File: config.mk
export PLATFORM = sky130hd
export DESIGN_NAME = iir_coeff_loader
export DESIGN_NICKNAME = d
export VERILOG_FILES = /design/src/rtl/iir_coeff_loader.sv
export SDC_FILE = /design/constraint.sdc
export NUM_CORES = 1
export LEC_CHECK = 0
export CORE_AREA = 2 2 55 57
export CTS_BUF_LIST = sky130_fd_sc_hd__clkbuf_2
export CTS_CLUSTER_DIAMETER = 40
export DETAILED_ROUTE_END_ITERATION = 10
export DIE_AREA = 0 0 57 59
export PLACE_DENSITY = 0.81
export REMOVE_ABC_BUFFERS = 1
export SETUP_SLACK_MARGIN = 0.2
export SYNTH_ARGS = -nofsm -noshare
export SYNTH_HDL_FRONTEND = slang
export SYNTH_SLANG_ARGS = --single-unit
File: constraint.sdc
create_clock -name clk -period 2.39 [get_ports clk]
set_input_delay 0.478 -clock clk [delete_from_list [all_inputs] [get_ports clk]]
set_output_delay 0.478 -clock clk [all_outputs]
set_load 0.01 [all_outputs]
File: src/rtl/iir_coeff_loader.sv
// Streams NC = 2*ORD coefficient words from a valid/ready source into an IIR filter's coefficient port.
// Define IIR_COEFF_LOADER_CHKSUM_EN to verify a trailing modulo-2^CW checksum word before signalling done.
module iir_coeff_loader #(
    parameter int ORD      = 10,
    parameter int COEFF_WH = 2,
    parameter int COEFF_FR = 14,
    localparam int NC = ORD * 2,
    localparam int CW = COEFF_WH + COEFF_FR,
    localparam int AW = $clog2(NC)
) (
    input  logic          clk,
    input  logic          rst,
    input  logic          start,
    input  logic          s_valid,
    input  logic [CW-1:0] s_data,
    output logic          s_ready,
    output logic          c_we,
    output logic [AW-1:0] c_addr,
    output logic [CW-1:0] c_in,
    output logic          busy,
    output logic          done,
    output logic          err
);

    typedef enum logic [1:0] {
        IDLE,
        LOAD,
`ifdef IIR_COEFF_LOADER_CHKSUM_EN
        CHK,
`endif
        FIN
    } state_t;

    localparam logic [AW-1:0] LAST = AW'(NC - 1);

    state_t        state;
    logic [AW-1:0] cnt;

`ifdef IIR_COEFF_LOADER_CHKSUM_EN
    logic [CW-1:0] sum;
    logic          err_r;

    assign err = err_r;
`else
    assign err = 1'b0;
`endif

    always_ff @(posedge clk) begin
        if (rst) begin
            state   <= IDLE;
            s_ready <= 1'b0;
            c_we    <= 1'b0;
            c_addr  <= '0;
            c_in    <= '0;
            busy    <= 1'b0;
            done    <= 1'b0;
            cnt     <= '0;
`ifdef IIR_COEFF_LOADER_CHKSUM_EN
            sum     <= '0;
            err_r   <= 1'b0;
`endif
        end else begin
            c_we <= 1'b0;
            done <= 1'b0;
            case (state)
                IDLE: begin
                    if (start) begin
                        state   <= LOAD;
                        s_ready <= 1'b1;
                        busy    <= 1'b1;
                        cnt     <= '0;
`ifdef IIR_COEFF_LOADER_CHKSUM_EN
                        sum     <= '0;
                        err_r   <= 1'b0;
`endif
                    end
                end
                LOAD: begin
                    if (s_valid && s_ready) begin
                        c_we   <= 1'b1;
                        c_in   <= s_data;
                        c_addr <= cnt;
                        cnt    <= cnt + AW'(1);
`ifdef IIR_COEFF_LOADER_CHKSUM_EN
                        sum    <= sum + s_data;
`endif
                        // Last word: the write still lands next cycle, alongside done when no check follows.
                        if (cnt == LAST) begin
`ifdef IIR_COEFF_LOADER_CHKSUM_EN
                            state   <= CHK;
`else
                            state   <= FIN;
                            s_ready <= 1'b0;
                            busy    <= 1'b0;
                            done    <= 1'b1;
`endif
                        end
                    end
                end
`ifdef IIR_COEFF_LOADER_CHKSUM_EN
                CHK: begin
                    // Checksum word is consumed but never written to the filter.
                    if (s_valid && s_ready) begin
                        s_ready <= 1'b0;
                        busy    <= 1'b0;
                        if (s_data == sum) begin
                            state <= FIN;
                            done  <= 1'b1;
                        end else begin
                            state <= IDLE;
                            err_r <= 1'b1;
                        end
                    end
                end
`endif
                FIN: begin
                    state <= IDLE;
                end
                default: begin
                    state   <= IDLE;
                    s_ready <= 1'b0;
                    busy    <= 1'b0;
                end
            endcase
        end
    end

endmodule

==> results.json <==
{
  "fin_ws_ps": 487.8,
  "drt_iter0_drc": 12,
  "io_pins": 46,
  "detailedPlace.worstSlack_ps": 373.0,
  "path_clk_slew_ps": 150,
  "die_x_um": 57,
  "grt-ovfl-total": 0,
  "peakVddDrop_mv": 0.3379,
  "netlist-cell-type-count": 31,
  "antenna_found_initial": 0,
  "busiest_layer": "met2",
  "fillers": 233,
  "drv_slew": 0,
  "start_kind": "flop",
  "grt_max_degree": 20,
  "syn2layout_area_growth_pct": 39.90,
  "rsz0062_at_grt": "no",
  "layout_common_cells": "nand2_1 (45), clkdlybuf4s50_1 (44), dfxtp_1 (31)",
  "tns_ps": 0,
  "insertion_delay_ps": 360,
  "met1_usage": 0.1876,
  "nNetsFinal": 210,
  "hold_path_depth": 2,
  "grtUsageTotal": 0.1712,
  "setup_viol": 0,
  "regToRegSetupSlack_ps": 890,
  "vias": 1122,
  "crit_type": "reg2out",
  "synth_top_cell_by_area": "dfxtp_1",
  "multi_input_area_um2": 529.3,
  "place_congestion": 0.8231,
  "root_buffer": "clkbuf_2",
  "min_period_ps": 1902,
  "cp.arrival_ps": 1420,
  "die_area_um2": 3363,
  "synthArstFlopShare": 0,
  "htreeDepth": 2,
  "synthesis.area_um2": 1226,
  "cts_buffers": 5,
  "endpoint_kind": "primary output",
  "numPortBuffers": 44,
  "grt_first_pass_wirelength_mm": 4.464,
  "maxSlewHeadroom": 0.5739,
  "cp.buffers_inverters": 1,
  "hold_end": "c_in[8]",
  "status": "complete, no violations",
  "holdCritPathClass": "reg2reg",
  "diodes": 0,
  "worstHoldStart": "c_in[8]",
  "regArea_um2": 620.6,
  "hpwl_mm": 2.011,
  "cts_max_path_buffers": 2,
  "cpLargestDelayFamily": "buffers and inverters",
  "cts_sinks": 31,
  "post_cts_buffers": 0,
  "ant_nets": 0,
  "finalClockSkew_ps": 13.22,
  "synth_edf_count": 0,
  "max_stage_delay_ps": 590,
  "initial_core_util": 0.4524,
  "use_met3": 0.06550,
  "r2r-end": "cnt[0]",
  "drt-pass1-iter-count": 4,
  "worstRegToRegCells": 4,
  "drt_wl_total_mm": 2.690,
  "leakagePower_nw": 0.5960,
  "cts_resized": 0,
  "r2r_start": "state[0]",
  "finalCritPeriodShare": 0.7959,
  "cp_cell_sequence": "clkdlybuf4s50_1",
  "route.detailed.drc": 0,
  "seq_area_frac_synth": 0.5061,
  "final_common_cell": "nand2_1",
  "synth_cells": 144,
  "yosysWarningCount": 0,
  "viasPerCell": 5.077,
  "postSynthAreaPerCell_um2": 8.515,
  "fmaxAchievable_mhz": 525.7,
  "wl_per_cell_um": 12.17,
  "hold_viol": 0,
  "drive_above_1_share": 0.08947,
  "cp.required_ps": 1910,
  "cts.hold.buffers_added": 0,
  "p_per_area_nw_per_um2": 503.8,
  "rows": 19,
  "cp_slowest_cell": "clkdlybuf4s50_1",
  "synth_seq_cells": 31,
  "synth_top_area_share": 0.5061,
  "worst_slew_pin_slew_ps": 637.1,
  "cap_violations": 0,
  "cts_tree": "built",
  "core_um2": 2710,
  "die_h_um": 59,
  "ys_top_cells_by_area": "dfxtp_1 (51%), nand2_1 (14%), a21oi_1 (9.4%)",
  "grt_pass1_vias": 1073,
  "synth_flop_cell": "dfxtp_1",
  "met2_usage": 0.3005,
  "cp_max_fo": 7
}
[layer usage]
metal | wire, µm | vias to the layer above | share of wire
met5 | 0 | - | 0
met4 | 36 | 0 | 0.013
met3 | 132 | 5 | 0.049
met2 | 1342 | 27 | 0.50
met1 | 1178 | 518 | 0.44
li1 | - | 572 | -
[cell families (layout without fill, tap and decap cells)]
| family | after synthesis | after routing | synth area share |
|---|---|---|---|
| AO/OA/AOI/OAI | 30 | 30 | 0.1418 |
| flip-flops | 31 | 31 | 0.5061 |
| adder cells (fa/ha/maj) | 1 | 1 | 0.01020 |
| other | 1 | 1 | 0.003058 |
| buffers and inverters | 13 | 59 | 0.06223 |
| multiplexers | 2 | 2 | 0.01735 |
| AND/OR/NAND/NOR | 66 | 66 | 0.2592 |
[power by group]
part	switching, W	total, W	internal, W
clock network	0.000164	0.000235	0.0000703
registers	0.00000861	0.000534	0.000525
logic	0.0000393	0.0000957	0.0000564
total	0.000212	0.000864	0.000652
[cell usage after synthesis (2+ instances only)]
master and instances:
buf_6 2, buf_2 4, nor2_1 2, nand2_1 45
nor3_1 5, nand2b_1 2, clkbuf_1 4, buf_4 2
dfxtp_1 31, nand3_1 3, nand3b_1 2, a21oi_1 23
[flip-flops by register name (all words and copies together), names as in the netlist]
signal / count
c_addr: 5
c_we: 1
cnt: 5
state: 2
busy: 1
done: 1
c_in: 16
[worst reg2reg max path, stage by stage (launching register included)]
cell and delay [ps]:
dfxtp_1 520, and4b_1 440, buf_4 220, nor2_1 50, a211oi_1 190
[per-stage QoR]
stage	instances	total power [W]	utilization	hold slack, ps	instance area [µm²]
after floorplan	132	0.0005732	-	447.4	1154
after global placement	213	0.0006384	0.6191	441.2	1678
after detailed placement	213	0.0006408	0.6191	448.0	1678
final	221	0.0008642	0.6330	464.8	1715
after CTS	221	0.0008777	0.6330	466.7	1715
after global routing	221	0.0009017	0.6330	482.1	1715
[cell type report]
cell class / count / area share
flip-flops and latches: 31 / 0.3618
multi-input cells: 100 / 0.3085
repair buffers: 50 / 0.2830
clock buffers: 6 / 0.01751
inverters: 1 / 0.002188
clock inverters: 2 / 0.004376
well taps: 31 / 0.02261
[how the worst max path moves through the flow]
stage,startpoint,slack (ps),end,cells past startpoint
2_1_floorplan,busy,710,cnt[3],3
3_3_place_gp,start,380,cnt[3],4
3_5_place_dp,start,370,cnt[3],4
4_1_cts,busy,470,s_ready,1
5_1_grt,busy,420,s_ready,1
6_report,busy,490,s_ready,1
(Power assumes the default switching activity.)
